File: src/rtl/hps_frame_sequencer.sv
// rtl/hps_frame_sequencer.sv - HPS SPI frame sequencer: command/payload split, status readback, event pending mask
module hps_frame_sequencer #(
  parameter logic [7:0]  STATUS_ID = 8'h5A,
  parameter int          NREQ      = 8,
  parameter logic [15:0] CMD_ACK   = 16'h00FF,
  parameter int          IDXW      = 12
) (
  input  logic              sys_clk,
  input  logic              reset,
  input  logic [31:0]       gp_out,
  input  logic              io_strobe,
  output logic [15:0]       gp_in,
  input  logic [15:0]       resp_data,
  input  logic [NREQ-1:0]   req,
  output logic              frame_active,
  output logic [1:0]        frame_src,
  output logic              frame_end,
  output logic [15:0]       cmd,
  output logic              cmd_valid,
  output logic [15:0]       data_out,
  output logic              data_strobe,
  output logic [IDXW-1:0]   word_idx,
  output logic [NREQ-1:0]   pending,
  output logic              proto_err
);

  typedef enum logic [1:0] {S_IDLE, S_CMD, S_DATA} state_t;

  state_t            r_state, w_state_nxt;
  logic [2:0]        r_en_s1, r_en_s2, r_en_prev;
  logic [2:0]        w_rise;
  logic [1:0]        r_src, w_new_src;
  logic              w_src_level;
  logic              w_open, w_close, w_cmd_acc, w_data_acc, w_perr, w_ack_clr;
  logic [IDXW-1:0]   r_idx, r_word_idx;
  logic [15:0]       r_cmd, r_data, r_gp_in;
  logic              r_cmd_valid, r_data_strobe, r_frame_end, r_proto_err;
  logic [NREQ-1:0]   r_pending;
  logic [7:0]        w_pend8;
  logic              w_unused_bits;

  assign w_unused_bits = ^{gp_out[31:21], gp_out[17:16]};

  // Enable bit order in the synchronizer: [2]=io, [1]=osd, [0]=fpga.
  assign w_rise = r_en_s2 & ~r_en_prev;

  always_comb begin
    w_new_src = 2'd0;
    if (w_rise[2])      w_new_src = 2'd1;
    else if (w_rise[1]) w_new_src = 2'd2;
    else if (w_rise[0]) w_new_src = 2'd3;
  end

  always_comb begin
    w_src_level = 1'b0;
    case (r_src)
      2'd1:    w_src_level = r_en_s2[2];
      2'd2:    w_src_level = r_en_s2[1];
      2'd3:    w_src_level = r_en_s2[0];
      default: w_src_level = 1'b0;
    endcase
  end

  always_comb begin
    w_pend8 = 8'h00;
    w_pend8[NREQ-1:0] = r_pending;
  end

  always_ff @(posedge sys_clk) begin
    if (reset) r_state <= S_IDLE;
    else       r_state <= w_state_nxt;
  end

  // A strobe in the closing cycle still belongs to the frame being closed.
  always_comb begin
    w_state_nxt = r_state;
    w_open      = 1'b0;
    w_close     = 1'b0;
    w_cmd_acc   = 1'b0;
    w_data_acc  = 1'b0;
    w_perr      = 1'b0;
    case (r_state)
      S_IDLE: begin
        if (|w_rise) begin
          w_open = 1'b1;
          if (io_strobe) begin
            w_cmd_acc   = 1'b1;
            w_state_nxt = S_DATA;
          end else begin
            w_state_nxt = S_CMD;
          end
        end else if (io_strobe) begin
          w_perr = 1'b1;
        end
      end
      S_CMD: begin
        if (io_strobe) begin
          w_cmd_acc   = 1'b1;
          w_state_nxt = S_DATA;
        end
        if (!w_src_level) begin
          w_close     = 1'b1;
          w_state_nxt = S_IDLE;
        end
      end
      S_DATA: begin
        if (io_strobe) w_data_acc = 1'b1;
        if (!w_src_level) begin
          w_close     = 1'b1;
          w_state_nxt = S_IDLE;
        end
      end
      default: w_state_nxt = S_IDLE;
    endcase
  end

  assign w_ack_clr = w_data_acc && (r_cmd == CMD_ACK) && (r_idx == '0);

  always_ff @(posedge sys_clk) begin
    if (reset) begin
      // Sync chain and history start high so an enable held at reset release cannot open a frame.
      r_en_s1       <= 3'b111;
      r_en_s2       <= 3'b111;
      r_en_prev     <= 3'b111;
      r_src         <= 2'd0;
      r_cmd         <= 16'h0000;
      r_cmd_valid   <= 1'b0;
      r_data        <= 16'h0000;
      r_data_strobe <= 1'b0;
      r_idx         <= '0;
      r_word_idx    <= '0;
      r_frame_end   <= 1'b0;
      r_proto_err   <= 1'b0;
      r_pending     <= '0;
      r_gp_in       <= {STATUS_ID, 8'h00};
    end else begin
      r_en_s1       <= gp_out[20:18];
      r_en_s2       <= r_en_s1;
      r_en_prev     <= r_en_s2;
      r_cmd_valid   <= w_cmd_acc;
      r_data_strobe <= w_data_acc;
      r_frame_end   <= w_close;
      if (w_open) r_src <= w_new_src;
      if (w_cmd_acc) begin
        r_cmd <= gp_out[15:0];
        r_idx <= '0;
      end
      if (w_data_acc) begin
        r_data     <= gp_out[15:0];
        r_word_idx <= r_idx;
        if (r_idx != {IDXW{1'b1}}) r_idx <= r_idx + 1'b1;
      end
      if (w_perr) r_proto_err <= 1'b1;
      r_pending <= (r_pending & ~(w_ack_clr ? gp_out[NREQ-1:0] : '0)) | req;
      if (r_state == S_DATA) r_gp_in <= resp_data;
      else                   r_gp_in <= {STATUS_ID, w_pend8};
    end
  end

  assign gp_in        = r_gp_in;
  assign frame_active = (r_state != S_IDLE);
  assign frame_src    = r_src;
  assign frame_end    = r_frame_end;
  assign cmd          = r_cmd;
  assign cmd_valid    = r_cmd_valid;
  assign data_out     = r_data;
  assign data_strobe  = r_data_strobe;
  assign word_idx     = r_word_idx;
  assign pending      = r_pending;
  assign proto_err    = r_proto_err;

endmodule

File: config.mk
export PLATFORM = sky130hd
export DESIGN_NAME = hps_frame_sequencer
export DESIGN_NICKNAME = d
export VERILOG_FILES = /design/src/rtl/hps_frame_sequencer.sv
export SDC_FILE = /design/constraint.sdc
export NUM_CORES = 1
export LEC_CHECK = 0
export CAP_MARGIN = 20
export CORE_UTILIZATION = 45
export CTS_CLUSTER_DIAMETER = 150
export CTS_CLUSTER_SIZE = 16
export DETAILED_ROUTE_END_ITERATION = 6
export PLACE_DENSITY = 0.88
export RECOVER_POWER = 25
export SYNTH_ARGS = -nofsm -noshare
export SYNTH_HDL_FRONTEND = slang
export SYNTH_SLANG_ARGS = --single-unit
File: constraint.sdc
create_clock -name sys_clk -period 1.95 [get_ports sys_clk]
set_input_delay 0.4875 -clock sys_clk [delete_from_list [all_inputs] [get_ports sys_clk]]
set_output_delay 0.4875 -clock sys_clk [all_outputs]
set_load 0.02 [all_outputs]
==> reports/qor.yml, run 1 <==
outcome: "finished, final reports clean"
gr-total-overflow: 0
combPwrFrac_pct: 28.9
rows: 32
setup-violations-final: 0
synth_area_um2: 3760
p_int_w: 0.003566
relSlewSlack_pct: 60.70
final_area_um2: 5368
fill_cells: 616
syn_inst: 427
synth_cell_types: 50
ys_ff_latch: 97
drt_pass1_iterations: 5
sw_frac_of_total_pct: 31.37
dpl_cell_area_um2: 5157
setup_slack_ns: 0.04745
clk_pin_slew_ns: 0.10
fin_nets: 621
gp_congestion: 0.9112
initial_core_util_pct: 47.67
grt_pass1_vias: 3385
wl_um: 10280
grt.total_usage_pct: 24.33
die_y_um: 93.41
finalHoldViolations: 0
hold_path_class: "flop to flop"
syn_nets: 491
power_density_nw_per_um2: 968.0
path_cells: "clkdlybuf4s50_1"
root_buffer: "clkbuf_8"
area_delta_synth_final_pct: 42.76
crit_path_start_kind: "flop"
ant_nets: 0
slew_viol_final: 0
drc: 0
yosys.area.top_type: "dfxtp_1"
critPathArrivalTime_ns: 1.42
synth_warnings: 0
rsz0062_at_grt: "no"
clk_latency_ns: 0.37
syn_area_per_cell_um2: 8.805
crit_family: "buffers and inverters"
via_per_inst: 5.395
cts_max_level: 3
skew_ns: 0.009154
finalCritPeriodShare_pct: 97.57
grt_pass1_wl_um: 16480
ir_worst_vdd_uv: 500.8
dr.first_iter.drc_count: 188
ys_seq_area_share_pct: 51.65
ios: 134
antenna_found_initial: 0
vias: 3582
cts_hold_buf: 0
worst_pin_slew_ns: 0.5896
core_um2: 7888
drive_above_1_share_pct: 10.32
cts_tree: "done"
cp-end-kind: "primary output"
dpl.hpwl_um: 7491
cpMaxStageDelayCell: "clkdlybuf4s50_1"
clkPwrFrac_pct: 27.6
synth-edff-count: 0
clock_sinks: 97
port_buffers: 120
crit_required_ns: 1.46
min_period_ns: 1.903
async_flop_share_pct: 0
drv_cap: 0
antenna_cells: 0
grt_max_degree: 29
numCtsBuffers: 9
die_area_um2: 8724
pwr-share-seq_pct: 43.5
post-place-ws_ns: -0.1130
path_class: "flop to primary output"
synthFlopType: "dfxtp_1"
yosys.area.top_type_share_pct: 51.65
wire_per_inst_um: 15.48
crit_fanout: 3
die_w_um: 93.41
power.switching_w: 0.001630
clockBufferDepth: 2
fmax_ghz: 0.5256
path_buf_inv: 1
leakagePower_nw: 1.982
synth.area.top_cells: "dfxtp_1 (52%), nand2_1 (10%), a21oi_1 (6.7%)"
critPathMaxStageDelay_ns: 0.64
==> final cells by class <==
type	instances	area [um^2]	share of cell area, %
inverters	11	41.29	0.7692
clock buffers	10	127.6	2.378
well taps	102	127.6	2.378
multi-input cells	293	1670	31.12
flip-flops and latches	97	1942	36.18
clock inverters	6	91.34	1.702
repair buffers	145	1368	25.48
==> per-layer routing <==
metal	global-route usage, %	vias to the layer above	wire (um)
met2	42.22	164	5185
met4	9.103	0	192
met1	29.13	1670	4186
met3	5.691	20	713
li1	-	1728	-
met5	0	-	0
==> cells by family (layout without fill, tap and decap cells) <==
group                    after synthesis  count (layout)  synth area share (%)
XOR/XNOR                               3               3                0.6990
AND/OR/NAND/NOR                      177             177                 22.63
AO/OA/AOI/OAI                         97              97                 16.47
adder cells (fa/ha/maj)                5               5                 1.664
multiplexers                          11              11                 2.962
buffers and inverters                 37             172                 3.926
flip-flops                            97              97                 51.65
==> sequential cells by signal, indices dropped and copies added (netlist names) <==
signal	cells
data_strobe	1
gp_in	16
r_state	2
proto_err	1
cmd_valid	1
r_idx	12
r_en_s2	3
frame_end	1
data_out	16
word_idx	12
pending	8
frame_src	2
r_en_prev	3
cmd	16
r_en_s1	3
==> final timing paths <==
path | start | to | slack (ns) | depth (start not counted)
setup / recovery | cmd[5] | cmd[5] | 0.05 | 1
hold / removal | r_en_s1[2] | r_en_s2[2] | 0.42 | 1
setup reg to reg | r_state[0] | r_idx[4] | 0.13 | 7
hold reg to reg | r_en_s1[2] | r_en_s2[2] | 0.42 | 1
==> stage by stage <==
step / hold slack, ns / total power (W) / setup TNS [ns] / util [%] / cells
floorplan: 0.3895 / 0.003106 / 0 / - / 427
global placement: 0.3964 / 0.003766 / -0.3752 / 65.39 / 647
detailed placement: 0.3976 / 0.003823 / -2.039 / 65.39 / 647
CTS: 0.4200 / 0.005224 / 0 / 68.13 / 663
global route: 0.4387 / 0.005452 / 0 / 68.05 / 664
finish: 0.4171 / 0.005196 / 0 / 68.05 / 664
==> power groups by stage <==
stage          combinational (W)  clock, W  sequential (W)
3_3_place_gp             0.00147         0         0.00230
4_1_cts                  0.00152   0.00145         0.00226
6_report                 0.00150   0.00143         0.00226
3_5_place_dp             0.00152         0         0.00231
5_1_grt                  0.00162   0.00155         0.00228
2_1_floorplan           0.000621         0         0.00248
==> layout by cell type (no fill, tap or decap), drive strengths merged, types with 3 or more instances in the layout <==
cell,count
a41oi,9
ha,5
inv,12
buf,22
nor2,16
nand3,6
clkinv,3
nand4,5
mux2i,10
a211o,3
o21ai,14
clkdlybuf4s50,116
nand2b,7
and3,4
nor2b,9
clkbuf,15
and2,5
a21oi,50
nand2,100
dfxtp,97
or2,9
nor3,5
o221a,3
nor4,4
o2bb2ai,3
==> Yosys cell counts, types with 2 or more instances <==
cell and n:
xnor2_1 2, nand2b_1 7, a211o_1 3, o21a_1 2, or4_1 2, o221a_2 3, a311oi_1 2, o21ai_0 14
o2bb2ai_1 3, nand3_1 6, and3_1 4, ha_1 5, buf_2 5, nor2b_1 9, nand4_1 3, clkbuf_1 18
a21oi_1 50, mux2i_1 10, nand2_1 100, clkbuf_2 2, dfxtp_1 97, and2_1 5, or2_2 9, inv_1 11
o31a_1 2, nor4_1 3, a41oi_1 8, or3_1 2, nor2_1 16, nor3_1 4
==> repair_timing <==
item | 4_1_cts | 5_1_grt
pin swaps | 0 | 1
resized for setup | 3 | 3
setup endpoints to repair | 4 | 4
gates cloned | 0 | 0
buffers inserted | 0 | 1
No activity file was read; power rests on OpenSTA's default activity.
==> run 2: changes to the inputs <==
--- a/config.mk
+++ b/config.mk
@@ -6,11 +6,11 @@
 export NUM_CORES = 1
 export LEC_CHECK = 0
 export CAP_MARGIN = 20
-export CORE_UTILIZATION = 45
+export CORE_UTILIZATION = 40
 export CTS_CLUSTER_DIAMETER = 150
 export CTS_CLUSTER_SIZE = 16
 export DETAILED_ROUTE_END_ITERATION = 6
-export PLACE_DENSITY = 0.88
+export PLACE_DENSITY = 0.83
 export RECOVER_POWER = 25
 export SYNTH_ARGS = -nofsm -noshare
 export SYNTH_HDL_FRONTEND = slang
==> constraint.sdc (replaced) <==
create_clock -name sys_clk -period 1.7 [get_ports sys_clk]
set_input_delay 0.425 -clock sys_clk [delete_from_list [all_inputs] [get_ports sys_clk]]
set_output_delay 0.425 -clock sys_clk [all_outputs]
set_load 0.02 [all_outputs]
==> run 2 against run 1 <==
Compared with the run above: cell area is 5.5% higher; flip-flop and latch count is the same; non-clock buffer count grew 27; routed wire length grew 3.7%; critical path depth grew 5; global-route usage down 2.2 points; clock power increased by 27%; count of clock-buffer cells in the layout increased by 1; first-iteration DRC count increased by 13%; combinational power increased by 23%; total power increased by 20%; critical path type is now flop to flop; largest cell class unchanged; largest power group unchanged; highest routed layer unchanged.
==> reports/qor.yml, run 2 (synthesis gave the netlist of run 1 again) <==
final_cell_mix: "nand2_1 (100), dfxtp_1 (90), dlygate4sd2_1 (70)"
hold_path_class: "flop to flop"
clock_sinks: 97
path_cells: "ha_4, nand4_4, o31a_1, nor3_4, buf_6, o2bb2ai_1"
final_common_cell: "nand2_1"
drt_pass1_iterations: 4
vias: 3642
fmax_ghz: 0.5923
rrSetupSlack_ns: 0.01
finalCritPeriodShare_pct: 99.31
wl_um: 10650
cp-end-kind: "flop"
clk_latency_ns: 0.36
die_w_um: 98.95
top_usage_layer: "met2"
skew_ns: 0.007762
dr.first_iter.drc_count: 212
r2r_start: "r_idx[0]"
gr-usage-met3_pct: 4.326
core_um2: 9153
cts_hold_buf: 0
wire_per_inst_um: 15.24
root_buffer: "clkbuf_8"
cts_tree: "done"
die_y_um: 98.95
fin_nets: 648
antenna_cells: 0
cts_max_level: 3
slew_viol_final: 0
drive_above_1_share_pct: 17.69
grtUsageMet1_pct: 27.13
min_period_ns: 1.688
grt_util_met2_pct: 38.03
area_delta_synth_final_pct: 50.55
worstSetupStartpoint: "r_idx[0]"
worst_pin_slew_ns: 0.6331
path_class: "flop to flop"
drv_cap: 0
drc: 0
ant_nets: 0
crit_path_start_kind: "flop"
crit_fanout: 4
final_area_um2: 5660
die_area_um2: 9791
grt_pass1_wl_um: 17380
critPathArrivalTime_ns: 1.97
via_per_inst: 5.210
initial_core_util_pct: 41.08
rows: 35
ir_worst_vdd_uv: 587.5
setup-violations-final: 0
numCtsBuffers: 9
antenna_found_initial: 0
dpl_cell_area_um2: 5331
finalHoldViolations: 0
grt.total_usage_pct: 22.09
leakagePower_nw: 2.476
clk_pin_slew_ns: 0.09
crit_required_ns: 1.98
gp_congestion: 0.8879
hold_start: "r_en_s1[0]"
critPathMaxStageDelay_ns: 0.36
ios: 134
power_density_nw_per_um2: 1106
gr-total-overflow: 0
grt_pass1_vias: 3575
grt_max_degree: 34
dpl.hpwl_um: 7707
clockBufferDepth: 2
port_buffers: 120
outcome: "finished, final reports clean"
cpMaxStageDelayCell: "dfxtp_2"
fin_util_pct: 61.85
total_power_w: 0.006258
relSlewSlack_pct: 57.79
run 2: timing repair:
| action | CTS | global route |
|---|---|---|
| gates resized for setup | 83 | 25 |
| pin swaps | 3 | 4 |
| endpoints found under the setup margin | 96 | 32 |
| buffers inserted | 4 | 4 |
| cloned | 0 | 0 |
run 2: area by class of cell:
class | instances | area [um^2]
Sequential cell | 97 | 1951
Clock buffer | 11 | 151.4
Clock inverter | 4 | 98.84
Fill cell | 783 | 3492
Tap cell | 111 | 138.9
Inverter | 11 | 41.29
Timing Repair Buffer | 172 | 1526
Multi-Input combinational cell | 293 | 1753
run 2: final timing paths:
kind	end	depth (start not counted)
setup / recovery	r_idx[3]	6
hold / removal	r_en_s2[0]	1
setup reg to reg	r_idx[3]	6
hold reg to reg	r_en_s2[0]	1
run 2: where the power goes:
part / total [W] / switching, W / internal, W
registers: 0.00259 / 0.000106 / 0.00248
logic: 0.00184 / 0.00101 / 0.000828
clock network: 0.00182 / 0.000770 / 0.00106
total: 0.00626 / 0.00189 / 0.00437
run 2: worst max-delay path: cells and delay by family, from the launching register on:
family / cells / cell delay [ns]
flip-flops: 1 / 0.36
AO/OA/AOI/OAI: 2 / 0.47
AND/OR/NAND/NOR: 2 / 0.45
adder cells (fa/ha/maj): 1 / 0.16
buffers and inverters: 1 / 0.16
run 2: per-layer routing:
metal | up-vias | share of wire (%)
li1 | 1774 | -
met1 | 1727 | 43
met2 | 116 | 50
met3 | 25 | 5.0
met4 | 0 | 2.3
met5 | - | 0
run 2: metrics by stage:
stage | std cells | TNS, ns | hold WS, ns | setup slack [ns]
after floorplan | 427 | 0 | 0.3895 | 0.06331
after global placement | 676 | -7.987 | 0.3920 | -0.2646
after detailed placement | 676 | -8.034 | 0.3928 | -0.2711
after CTS | 695 | 0 | 0.4039 | 0.0008620
after global routing | 699 | -0.2344 | 0.4276 | -0.04688
final | 699 | 0 | 0.4067 | 0.01179
==> run 3: changes to the inputs <==
--- a/config.mk
+++ b/config.mk
@@ -6,6 +6,7 @@
 export NUM_CORES = 1
 export LEC_CHECK = 0
 export CAP_MARGIN = 20
+export CORE_MARGIN = 2
 export CORE_UTILIZATION = 40
 export CTS_CLUSTER_DIAMETER = 150
 export CTS_CLUSTER_SIZE = 16
==> run 3 against run 2 <==
Compared with the run above: final cell count is 1.3% lower; count of clock-buffer cells in the layout is 2 lower; register-to-register slack gained 0.03 ns; sequential power about the same; global-route usage shrank 2.5 points; critical path type unchanged; routed wire length grew 1.2%; flip-flop and latch count stayed put; combinational power barely moved; clock power is 18% lower; die area grew 4.1%; sequential share of layout area grew 0.62 points; total power down 5.7%.
==> reports/qor.yml, run 3 (synthesis gave the netlist of run 1 again) <==
outcome: "finished, final reports clean"
dpl.hpwl_um: 7739
crit_fanout: 5
hold_end: "word_idx[11]"
port_buffers: 120
post-place-ws_ns: -0.3141
place_inst: 671
power.switching_w: 0.001939
min_path_cells: 2
rrSetupSlack_ns: 0.04
crit_family: "compound AO/OA/AOI/OAI gates"
ant_nets: 0
critPathArrivalTime_ns: 1.91
final_cell_mix: "nand2_1 (100), dfxtp_1 (93), dlygate4sd2_1 (64)"
p_int_w: 0.003964
relSlewSlack_pct: 53.60
cts_tree: "done"
power_density_nw_per_um2: 1064
r2r_start: "r_state[1]"
clkPwrFrac_pct: 25.3
leakagePower_nw: 2.452
root_buffer: "clkbuf_8"
cts_max_level: 3
wire_per_inst_um: 15.62
grtUsageMet1_pct: 22.62
rows: 35
reg2reg_to: "r_idx[4]"
cp-end-kind: "flop"
gr-total-overflow: 0
min_period_ns: 1.658
skew_ns: 0.01931
grt.total_usage_pct: 19.60
drc: 0
r2r_cells: 8
dr.first_iter.drc_count: 223
fill_cells: 777
cts_hold_buf: 0
finalHoldViolations: 0
fmax_ghz: 0.6031
slew_viol_final: 0
numCtsBuffers: 9
wl_um: 10780
drv_cap: 0
die_y_um: 101.0
path_buf_inv: 3
crit_path_start_kind: "flop"
initial_core_util_pct: 40.88
final_common_cell: "nand2_1"
cpMaxStageDelayCell: "dfxtp_2"
clock_sinks: 97
grt_pass1_vias: 3377
crit_required_ns: 1.95
finalCritPeriodShare_pct: 97.53
clk_pin_slew_ns: 0.10
via_per_inst: 5.325
die_area_um2: 10190
fin_nets: 639
core_um2: 9196
worst_pin_slew_ns: 0.6960
grt_pass1_wl_um: 15970
clockBufferDepth: 2
clk_latency_ns: 0.35
sw_frac_of_total_pct: 32.85
ios: 134
antenna_cells: 0
drt_pass1_iterations: 4
ff_latch_area_um2: 1947
path_cells: "inv_1, ha_4, o21ai_4, a41oi_2, buf_6, nor3_4, buf_4, a211o_1"
setup-violations-final: 0
critPathMaxStageDelay_ns: 0.33
grt_max_degree: 38
grt_util_met2_pct: 36.15
multi_input_area_um2: 1770
pwr-share-seq_pct: 43.9
final_area_um2: 5550
path_depth: 8
setup_slack_ns: 0.04196
gr-usage-met3_pct: 4.300
area_delta_synth_final_pct: 47.62
path_class: "flop to flop"
ir_worst_vdd_uv: 629.1
hold_path_class: "input port to flop"
antenna_found_initial: 0
gp_congestion: 0.8391
drive_above_1_share_pct: 16.06
combPwrFrac_pct: 30.8
final_cells: 690
die_w_um: 101.0
vias: 3674
dpl_cell_area_um2: 5281
top_usage_layer: "met2"
hold_start: "reset"
==> run 3: cell count changes in the layout (fill, tap and decap cells not counted), sizes merged <==
| cell | before | now |
|---|---|---|
| buf | 51 | 43 |
| bufinv | 3 | 1 |
| clkbuf | 14 | 11 |
| clkinv | 0 | 2 |
| clkinvlp | 0 | 2 |
| dlygate4sd2 | 70 | 64 |
| dlymetal6s2s | 5 | 11 |
==> run 3: routing by layer <==
layer	part of all wire, %	routed length [um]
met1	41	4415
met4	1.4	153
met3	6.5	697
met2	51	5513
met5	0	0
==> run 3: worst max path at each step <==
stage,startpoint,slack [ns],to
finish,r_state[1],0.04,r_idx[4]
detailed placement,io_strobe,-0.31,r_idx[9]
floorplan,r_state[0],0.06,r_idx[2]
CTS,gp_in[14],0.001,gp_in[14]
global placement,io_strobe,-0.24,r_idx[9]
global route,r_state[1],-0.008,r_idx[4]
==> run 3: power groups by stage <==
stage / Sequential (W) / Clock (W) / Combinational (W)
final: 0.00259 / 0.00149 / 0.00182
after global routing: 0.00262 / 0.00160 / 0.00193
after CTS: 0.00259 / 0.00152 / 0.00169
after detailed placement: 0.00264 / 0 / 0.00177
after global placement: 0.00263 / 0 / 0.00172
after floorplan: 0.00285 / 0 / 0.000712
==> run 3: what timing repair did <==
item,in CTS,in global routing
resized for setup,73,31
hold endpoints to repair,0,0
buffers inserted,3,1
pin swaps,1,6
endpoints found under the setup margin,74,20
gates cloned,0,0
==> run 3: stage by stage <==
stage | power [W] | util, % | setup TNS (ns) | hold slack [ns]
after floorplan | 0.003563 | - | 0 | 0.3895
after CTS | 0.005800 | 59.03 | 0 | 0.3222
final | 0.005903 | 60.35 | 0 | 0.4121
after global routing | 0.006151 | 60.35 | -0.01179 | 0.4252
after detailed placement | 0.004412 | 57.43 | -8.479 | 0.3996
after global placement | 0.004358 | 57.43 | -6.472 | 0.4003
==> run 3: area by class of cell <==
cell class | instances | area share [%]
timing repair buffer | 163 | 26.33
clock inverter | 6 | 1.217
multi-input combinational | 293 | 31.90
sequential | 97 | 35.08
inverter | 11 | 0.7439
tap | 111 | 2.502
clock buffer | 9 | 2.232
